<file path="config.mk">
export PLATFORM = sky130hd
export DESIGN_NAME = mem_access
export DESIGN_NICKNAME = d
export VERILOG_FILES = /design/src/rtl/mem_access.sv
export SDC_FILE = /design/constraint.sdc
export NUM_CORES = 1
export LEC_CHECK = 0
export CAP_MARGIN = 20
export CORE_AREA = 2 2 235 237
export CTS_BUF_LIST = sky130_fd_sc_hd__clkbuf_2 sky130_fd_sc_hd__clkbuf_4 sky130_fd_sc_hd__clkbuf_8
export DETAILED_ROUTE_END_ITERATION = 10
export DIE_AREA = 0 0 237 239
export HOLD_SLACK_MARGIN = 0.12
export PLACE_DENSITY = 0.52
export SYNTH_ARGS = -nofsm -noshare
export SYNTH_HDL_FRONTEND = slang
export SYNTH_SLANG_ARGS = --single-unit
</file>
<file path="constraint.sdc">
create_clock -name clk -period 2.1 [get_ports clk]
set_input_delay 0.315 -clock clk [delete_from_list [all_inputs] [get_ports clk]]
set_output_delay 0.315 -clock clk [all_outputs]
set_load 0.03 [all_outputs]
</file>
<file path="src/rtl/mem_access.sv">
// MEM stage of the 5-stage MIPS pipeline: runs loads/stores over a req/ack data bus,
// stalls the pipeline while waiting, and aligns load data for MEM/WB.
module mem_access #(
  parameter int unsigned TIMEOUT        = 255,
  parameter int unsigned EXC_CODE_WIDTH = 5
) (
  input  logic                      clk,
  input  logic                      rst,
  input  logic                      flush_i,
  input  logic [7:0]                aluop_i,
  input  logic [31:0]               mem_addr_i,
  input  logic [31:0]               reg2_i,
  input  logic [4:0]                wd_i,
  input  logic                      wreg_i,
  input  logic [31:0]               wdata_i,
  input  logic                      whilo_i,
  input  logic [31:0]               hi_i,
  input  logic [31:0]               lo_i,
  input  logic                      cp0_we_i,
  input  logic [4:0]                cp0_waddr_i,
  input  logic [31:0]               cp0_wdata_i,
  input  logic [EXC_CODE_WIDTH-1:0] exc_code_i,
  input  logic [31:0]               exc_epc_i,
  input  logic [31:0]               exc_badvaddr_i,
  output logic                      bus_req_o,
  output logic                      bus_we_o,
  output logic [31:0]               bus_addr_o,
  output logic [3:0]                bus_be_o,
  output logic [31:0]               bus_wdata_o,
  input  logic                      bus_ack_i,
  input  logic [31:0]               bus_rdata_i,
  output logic                      stall_req_o,
  output logic [4:0]                wd_o,
  output logic                      wreg_o,
  output logic [31:0]               wdata_o,
  output logic                      whilo_o,
  output logic [31:0]               hi_o,
  output logic [31:0]               lo_o,
  output logic                      cp0_we_o,
  output logic [4:0]                cp0_waddr_o,
  output logic [31:0]               cp0_wdata_o,
  output logic [EXC_CODE_WIDTH-1:0] exc_code_o,
  output logic [31:0]               exc_epc_o,
  output logic [31:0]               exc_badvaddr_o
);

  localparam logic [7:0] OP_LB  = 8'b1110_0000;
  localparam logic [7:0] OP_LH  = 8'b1110_0001;
  localparam logic [7:0] OP_LW  = 8'b1110_0011;
  localparam logic [7:0] OP_LBU = 8'b1110_0100;
  localparam logic [7:0] OP_LHU = 8'b1110_0101;
  localparam logic [7:0] OP_SB  = 8'b1110_1000;
  localparam logic [7:0] OP_SH  = 8'b1110_1001;
  localparam logic [7:0] OP_SW  = 8'b1110_1011;

  localparam logic [EXC_CODE_WIDTH-1:0] EC_NONE = EXC_CODE_WIDTH'(31);
  localparam logic [EXC_CODE_WIDTH-1:0] EC_ADEL = EXC_CODE_WIDTH'(4);
  localparam logic [EXC_CODE_WIDTH-1:0] EC_ADES = EXC_CODE_WIDTH'(5);
  localparam logic [EXC_CODE_WIDTH-1:0] EC_DBE  = EXC_CODE_WIDTH'(7);

  localparam int unsigned CntW = (TIMEOUT > 1) ? $clog2(TIMEOUT) : 1;
  localparam logic [CntW-1:0] CntLast = CntW'(TIMEOUT - 1);

  typedef enum logic [1:0] {StIdle, StWait, StDone} state_e;

  state_e      state_q, state_d;
  logic [CntW-1:0] cnt_q, cnt_d;
  logic        abort_q, abort_d;
  logic        dbe_q, dbe_d;
  logic [31:0] rdata_q, rdata_d;
  logic        bus_we_q, bus_we_d;
  logic [31:0] bus_addr_q, bus_addr_d;
  logic [3:0]  bus_be_q, bus_be_d;
  logic [31:0] bus_wdata_q, bus_wdata_d;

  logic        is_load, is_store, misalign, is_mem, exc_in, addr_fault, legal;
  logic [3:0]  be_calc;
  logic [31:0] wdata_calc;
  logic [7:0]  ld_byte;
  logic [15:0] ld_half;
  logic [31:0] load_data;

  always_comb begin
    is_load  = 1'b0;
    is_store = 1'b0;
    misalign = 1'b0;
    case (aluop_i)
      OP_LB, OP_LBU: is_load = 1'b1;
      OP_LH, OP_LHU: begin
        is_load  = 1'b1;
        misalign = mem_addr_i[0];
      end
      OP_LW: begin
        is_load  = 1'b1;
        misalign = |mem_addr_i[1:0];
      end
      OP_SB: is_store = 1'b1;
      OP_SH: begin
        is_store = 1'b1;
        misalign = mem_addr_i[0];
      end
      OP_SW: begin
        is_store = 1'b1;
        misalign = |mem_addr_i[1:0];
      end
      default: ;
    endcase
  end

  assign is_mem     = is_load | is_store;
  assign exc_in     = exc_code_i != EC_NONE;
  assign addr_fault = is_mem & ~exc_in & misalign;
  assign legal      = is_mem & ~exc_in & ~misalign;

  always_comb begin
    be_calc    = 4'b1111;
    wdata_calc = reg2_i;
    case (aluop_i)
      OP_SB: begin
        be_calc    = 4'b0001 << mem_addr_i[1:0];
        wdata_calc = {4{reg2_i[7:0]}};
      end
      OP_SH: begin
        be_calc    = mem_addr_i[1] ? 4'b1100 : 4'b0011;
        wdata_calc = {2{reg2_i[15:0]}};
      end
      default: ;
    endcase
  end

  // EX/MEM is frozen during the access, so the address lane is still valid in DONE.
  assign ld_byte = 8'(rdata_q >> {mem_addr_i[1:0], 3'b000});
  assign ld_half = mem_addr_i[1] ? rdata_q[31:16] : rdata_q[15:0];

  always_comb begin
    case (aluop_i)
      OP_LB:   load_data = {{24{ld_byte[7]}}, ld_byte};
      OP_LBU:  load_data = {24'h0, ld_byte};
      OP_LH:   load_data = {{16{ld_half[15]}}, ld_half};
      OP_LHU:  load_data = {16'h0, ld_half};
      default: load_data = rdata_q;
    endcase
  end

  always_comb begin
    state_d     = state_q;
    cnt_d       = cnt_q;
    abort_d     = abort_q;
    dbe_d       = dbe_q;
    rdata_d     = rdata_q;
    bus_we_d    = bus_we_q;
    bus_addr_d  = bus_addr_q;
    bus_be_d    = bus_be_q;
    bus_wdata_d = bus_wdata_q;
    unique case (state_q)
      StIdle: begin
        if (legal && !flush_i) begin
          state_d     = StWait;
          cnt_d       = '0;
          abort_d     = 1'b0;
          dbe_d       = 1'b0;
          bus_addr_d  = {mem_addr_i[31:2], 2'b00};
          bus_we_d    = is_store;
          bus_be_d    = be_calc;
          bus_wdata_d = wdata_calc;
        end
      end
      StWait: begin
        // A flush cannot abandon the bus cycle; it only discards the result.
        abort_d = abort_q | flush_i;
        if (bus_ack_i) begin
          rdata_d = bus_rdata_i;
          state_d = abort_d ? StIdle : StDone;
        end else if (cnt_q == CntLast) begin
          dbe_d   = 1'b1;
          state_d = abort_d ? StIdle : StDone;
        end else begin
          cnt_d = cnt_q + CntW'(1);
        end
      end
      StDone:  state_d = StIdle;
      default: state_d = StIdle;
    endcase
  end

  always_ff @(posedge clk) begin
    if (rst) begin
      state_q     <= StIdle;
      cnt_q       <= '0;
      abort_q     <= 1'b0;
      dbe_q       <= 1'b0;
      rdata_q     <= '0;
      bus_we_q    <= 1'b0;
      bus_addr_q  <= '0;
      bus_be_q    <= '0;
      bus_wdata_q <= '0;
    end else begin
      state_q     <= state_d;
      cnt_q       <= cnt_d;
      abort_q     <= abort_d;
      dbe_q       <= dbe_d;
      rdata_q     <= rdata_d;
      bus_we_q    <= bus_we_d;
      bus_addr_q  <= bus_addr_d;
      bus_be_q    <= bus_be_d;
      bus_wdata_q <= bus_wdata_d;
    end
  end

  assign bus_we_o    = bus_we_q;
  assign bus_addr_o  = bus_addr_q;
  assign bus_be_o    = bus_be_q;
  assign bus_wdata_o = bus_wdata_q;

  always_comb begin
    bus_req_o      = 1'b0;
    stall_req_o    = 1'b0;
    wd_o           = '0;
    wreg_o         = 1'b0;
    wdata_o        = '0;
    whilo_o        = 1'b0;
    hi_o           = '0;
    lo_o           = '0;
    cp0_we_o       = 1'b0;
    cp0_waddr_o    = '0;
    cp0_wdata_o    = '0;
    exc_code_o     = EC_NONE;
    exc_epc_o      = '0;
    exc_badvaddr_o = '0;
    if (!rst) begin
      wd_o           = wd_i;
      wreg_o         = wreg_i;
      wdata_o        = wdata_i;
      whilo_o        = whilo_i;
      hi_o           = hi_i;
      lo_o           = lo_i;
      cp0_we_o       = cp0_we_i;
      cp0_waddr_o    = cp0_waddr_i;
      cp0_wdata_o    = cp0_wdata_i;
      exc_code_o     = exc_code_i;
      exc_epc_o      = exc_epc_i;
      exc_badvaddr_o = exc_badvaddr_i;
      unique case (state_q)
        StIdle: begin
          if (addr_fault) begin
            exc_code_o     = is_load ? EC_ADEL : EC_ADES;
            exc_badvaddr_o = mem_addr_i;
            wreg_o         = 1'b0;
          end else if (legal && !flush_i) begin
            stall_req_o = 1'b1;
          end
        end
        StWait: begin
          bus_req_o   = 1'b1;
          stall_req_o = 1'b1;
        end
        StDone: begin
          if (is_load) wdata_o = load_data;
          if (dbe_q) begin
            exc_code_o     = EC_DBE;
            exc_badvaddr_o = mem_addr_i;
            wreg_o         = 1'b0;
          end
        end
        default: ;
      endcase
      if (stall_req_o || flush_i) begin
        wreg_o   = 1'b0;
        whilo_o  = 1'b0;
        cp0_we_o = 1'b0;
      end
    end
  end

endmodule

</file>
---- Word level (Yosys, flattened, before mapping) ----
Index checks and enable logic that the tools add are counted.
storage, ports and cells
  word-level logic and storage cells ...... 108
  output and inout bits ................... 281
  flip-flop bits (word level) ............. 111
  input port bits ......................... 318
cells by class
  shifts and indexed selects .............. 2
  bitwise operators ....................... 7
  add/sub/neg operators ................... 1
  eq/ne operators ......................... 17
  reduce and logical (&&, ||, !) cells .... 16
  mux-type cells .......................... 56
operators by type and width
  kind                                                           count
  32-bit 2-to-1 mux                                              10
  32-bit one-hot mux with 2 select lines                         2
  32-bit one-hot mux with 4 select lines                         1
  8-bit == test, second input constant                           9
  32-bit by 5-bit >> shifter with 8-bit output                   1
  5-bit 2-to-1 mux                                               5
  8-bit 2-to-1 mux                                               3
  1-bit 2-to-1 mux                                               20
  16-bit 2-to-1 mux                                              1
  8-bit one-hot mux with 2 select lines                          1
  1-bit one-hot mux with 2 select lines                          5
  5-bit one-hot mux with 2 select lines                          1
  8-bit by 1-bit adder with 8-bit output, second input constant  1
  2-bit 2-to-1 mux                                               4
  2-bit != test, second input constant                           4
  4-bit one-hot mux with 2 select lines                          1
  2-bit AND reduction                                            4
  4-bit AND reduction                                            2
  3-bit OR reduction                                             2
  5-bit != test, second input constant                           1
  5-bit OR reduction                                             1
  4-bit 2-to-1 mux                                               1
  2-bit one-hot mux with 2 select lines                          1
  2-bit OR reduction                                             2
  12 further kinds                                               16

---- Logic depth before layout (Yosys ltp) ----
  depth in word-level cells ............... 14
  mapped depth ............................ 8
  mapped depth without buffers ............ 7

---- Worst setup path after synthesis ----
OpenSTA, ideal clock, no wires.
  path type ............................... input to output
  start point ............................. input port aluop_i[3]
  end point ............................... output port wdata_o[15]
  required time ........................... 1.785 ns
  arrival ................................. 2.807 ns
  stages on the path ...................... 6
  slack ................................... -1.022 ns
  buffers on the path ..................... 2
  cells stage by stage .................... buf_2 nand2b_1 a2111oi_4 buf_2 nor2_1 a2111oi_0
between the ends
  word-level cells in the longest chain between the ends .. 6
  elaborated cells between the ends (all ways) .. 11
  classes of those cells .................. eq/ne (5); mux (5); reduce/logical (1)
RTL lines
  element                           line     RTL
  start, declared                   10       input logic [7:0] aluop_i,
  8-bit == test (on tied branches)  87, 136
  5-bit OR reduction (no line)      --
  1-bit 2-to-1 mux                  87       case (aluop_i)
  32-bit 2-to-1 mux *               258      if (is_load) wdata_o = load_data;
  32-bit 2-to-1 mux *               243      unique case (state_q)
  32-bit 2-to-1 mux *               230      if (!rst) begin
  end, declared                     35       output logic [31:0] wdata_o,
Every way passes the cells marked *; elsewhere a longest branch is shown, timed or not.

---- Worst setup path in the final report ----
  start point ............................. input port aluop_i[4]
  end point ............................... output port exc_badvaddr_o[6]
between the ends
  word-level cells in the longest chain between the ends .. 9
  elaborated cells between the ends (all ways) .. 21
  classes of those cells .................. eq/ne (8); mux (6); bitwise (3); reduce/logical (4)
RTL lines
  element                                                             line  RTL
  8-bit == test                                                       87
  5-bit OR reduction (no line) or 3-bit OR reduction (tied branches)  --
  1-bit 2-to-1 mux                                                    87
  1-bit bitwise OR                                                    110   assign is_mem = is_load | is_store;
  1-bit bitwise AND                                                   112   assign addr_fault = is_mem & ~exc_in & misalign;
  1-bit bitwise AND *                                                 112
  32-bit 2-to-1 mux *                                                 245   if (addr_fault) begin
  32-bit one-hot mux with 2 select lines *                            243
  32-bit 2-to-1 mux *                                                 230
  end, declared                                                       44    output logic [31:0] exc_badvaddr_o
Marks and branches as above.

==> run summary <==
=================================================================================
Minimum hold slack                                                       0.363 ns
Wire length of the first global-routing pass                             69400 um
TritonCTS clock tree                                                        built
HPWL reported at the end of detailed placement                           39200 um
Share of post-route cells with drive strength above 1                       23.7%
Area share of the leading cell type in the synthesized netlist              30.5%
Result of the run                                                    finished with violations
Setup repair after global routing missed its margin                          true
Number of antenna violations at the first check in global routing               7
Number of setup violations in the final report                                 72
Clk_skew                                                                0.0185 ns
Via count of the first global-routing pass                                   9981
Endpoint type of the worst setup path                                 output port
Arrival time of the worst setup path                                      2.27 ns
Maximum number of pins on one net before global-route repair                   59
Worst-Skew Late Latency                                                   0.47 ns
Leak pwr                                                               0.00597 uW
Ratio of routed vias to standard cells                                       4.16
Most numerous cell types in the synthesized netlist                  226 x sky130_fd_sc_hd__nand2_1, 143 x sky130_fd_sc_hd__nor2b_1, 111 x sky130_fd_sc_hd__dfxtp_1, 108 x sky130_fd_sc_hd__a21oi_1, 61 x sky130_fd_sc_hd__clkbuf_1
Kind of critical path                                                   in -> out
Area after detailed placement                                           14900 um2
Power per cell area                                                    353 nW/um2
Initial Utilization                                                         13.4%
IO Port Bufs                                                                  596
Post-route cell area                                                    16600 um2
Maximum Capacitance Violations                                                  0
Violated checks                                                      setup timing
Final standard cell count with taps included and fillers excluded            2372
Number of buffers created by CTS                                                9
DR DRC count                                                                    0
DRT Pass-1 Iters                                                                4
Total grt overflow                                                              0
Async set or reset register ratio after synthesis                              0%
I/O pin count                                                                 599
Number of failing hold endpoints at the final stage                             0
Routability-driven placement congestion ratio                               0.843
Level count of the clock H-tree                                                 3
Class of the worst hold path                                            in -> reg
Yosys synthesis warning count                                                   0
Sinks on Clock Net                                                            111
Area of the core                                                        54300 um2
Library cell used as clock root buffer                               sky130_fd_sc_hd__clkbuf_8
Fin nets                                                                     1981
Worst Path Max Fanout                                                           6
Total Routing Usage GR                                                      16.9%
Die Outline Area                                                        56600 um2
Hold_buf cts                                                                    0
Post-synth design cell area                                              7280 um2
Setup slack of the critical path after layout                           -0.481 ns
Average size of a mapped cell                                            7.26 um2
Achievable clock frequency                                                387 MHz
Endpoint required time on the critical path                               1.78 ns
Main area contributors after synthesis                               sky130_fd_sc_hd__dfxtp_1 31%, sky130_fd_sc_hd__nor2b_1 12%, sky130_fd_sc_hd__nand2_1 12%
Placed Cells                                                                 2315
Count of distinct cell types in the synthesized netlist                        59
Number of instances in the synthesized netlist                               1002
Count of flip-flops with a built-in enable after synthesis                      0
Register bit total from synthesis                                             111
Slew Viols, Final                                                               0
Iteration-0 DRC Markers                                                       462
Count of nets left with antenna violations after detail routing                 0
Total routed wirelength                                                  50100 um
Sequential fraction of the synthesis area                                   30.5%
Ys flop type                                                         sky130_fd_sc_hd__dfxtp_1
Height of the chip                                                         239 um
Width of the die                                                           237 um
CP startpoint kind                                                   primary input
Period minus WS final                                                     2.58 ns
Worst-path clk slew                                                       0.14 ns
Maximum vdd ir drop                                                        293 uV
Area growth from synthesis to final layout                                   128%
Library cell with the highest instance count after synthesis         sky130_fd_sc_hd__nand2_1
Max Buffers Root-to-Sink                                                        2
Count of standard-cell rows                                                    86
WL per Instance                                                           21.1 um
Final worst path period share                                                123%
Total via count in the routed design                                         9868
Library cell occupying the most area in the post-synthesis netlist   sky130_fd_sc_hd__dfxtp_1
=================================================================================
layer usage:
metal  vias up  GRT usage [%]  share of wire, %
li1       4775              -                 -
met1      4640           20.5                42
met2       413           30.2                51
met3        40           3.60               5.8
met4         0           4.01               1.4
met5         -              0                 0
cell usage in the layout, fill, tap and decap left out, types with 9 or more instances in the layout:
cell	count
sky130_fd_sc_hd__o211ai_1	33
sky130_fd_sc_hd__a21boi_1	15
sky130_fd_sc_hd__and3_4	31
sky130_fd_sc_hd__buf_6	79
sky130_fd_sc_hd__mux2i_1	23
sky130_fd_sc_hd__buf_12	43
sky130_fd_sc_hd__buf_4	102
sky130_fd_sc_hd__a21oi_1	97
sky130_fd_sc_hd__nand2_1	209
sky130_fd_sc_hd__nor2b_1	143
sky130_fd_sc_hd__o21a_1	29
sky130_fd_sc_hd__nand2_2	14
sky130_fd_sc_hd__nor2_1	32
sky130_fd_sc_hd__clkbuf_8	10
sky130_fd_sc_hd__a21boi_0	9
sky130_fd_sc_hd__clkdlybuf4s50_1	486
sky130_fd_sc_hd__dfxtp_1	109
repair_timing:
action                                  CTS  global route
endpoints found under the setup margin   76            79
pin swaps                                69            26
gates resized for setup                 267            41
setup buffers                            28             5
gates cloned                             10             2
flip-flops by register name, summed over array words and instances (netlist names):
name	flops
bus_wdata_o	32
rdata_q	32
bus_addr_o	30
cnt_q	8
bus_be_o	4
state_q	2
abort_q	1
bus_we_o	1
dbe_q	1
power breakdown:
part	internal [uW]	leakage [uW]	switching [uW]
Clock	589	0.000111	971
Combinational	1160	0.00496	1040
Sequential	2100	0.000895	0.363
Total	3850	0.00597	2010
final timing paths:
check / from / endpoint / slack (ns) / depth (start not counted)
worst min-delay path: aluop_i[4] / bus_we_o / 0.36 / 4
worst max register to register: state_q[1] / bus_wdata_o[1] / 0.03 / 9
worst min register to register: bus_addr_o[28] / bus_addr_o[28] / 0.46 / 2
worst max-delay path: aluop_i[4] / exc_badvaddr_o[6] / -0.48 / 11
cell type report:
cell class	instances	area, um2
diodes	2	5.00
clock buffers	9	124
clock inverters	7	97.6
fillers	5709	37700
inverters	9	36.3
multi-input cells	791	5420
flip-flops and latches	111	2230
well taps	704	881
repair buffers	739	7840
kinds of logic (layout without fill, tap and decap cells):
family          after synthesis  count (layout)  synth area share, %
simple gates                481             481                 32.5
compound gates              280             280                 26.5
buf+inv                     101             764                 6.19
fa+ha+maj                     2               2                0.344
mux                          26              26                 3.94
flops                       111             111                 30.5
other cells                   1               4               0.0515
critical path, stage by stage:
cell	delay, ns
sky130_fd_sc_hd__buf_6	0.09
sky130_fd_sc_hd__nand4b_4	0.25
sky130_fd_sc_hd__buf_6	0.19
sky130_fd_sc_hd__a2111oi_4	0.31
sky130_fd_sc_hd__a31o_4	0.24
sky130_fd_sc_hd__buf_12	0.13
sky130_fd_sc_hd__buf_8	0.12
sky130_fd_sc_hd__buf_12	0.13
sky130_fd_sc_hd__and3_4	0.18
sky130_fd_sc_hd__o21a_1	0.16
sky130_fd_sc_hd__buf_12	0.13
stage by stage:
step,total power (uW),setup slack (ns),util (%),setup TNS (ns)
after floorplan,2970,-0.228,-,-0.466
after global placement,4260,-1.11,27.4,-89.30
after detailed placement,4260,-1.15,27.4,-92.41
after CTS,5960,-0.545,30.2,-32.09
after global routing,6130,-0.577,30.6,-35.58
final,5870,-0.481,30.6,-28.48
(Power assumes the default switching activity.)
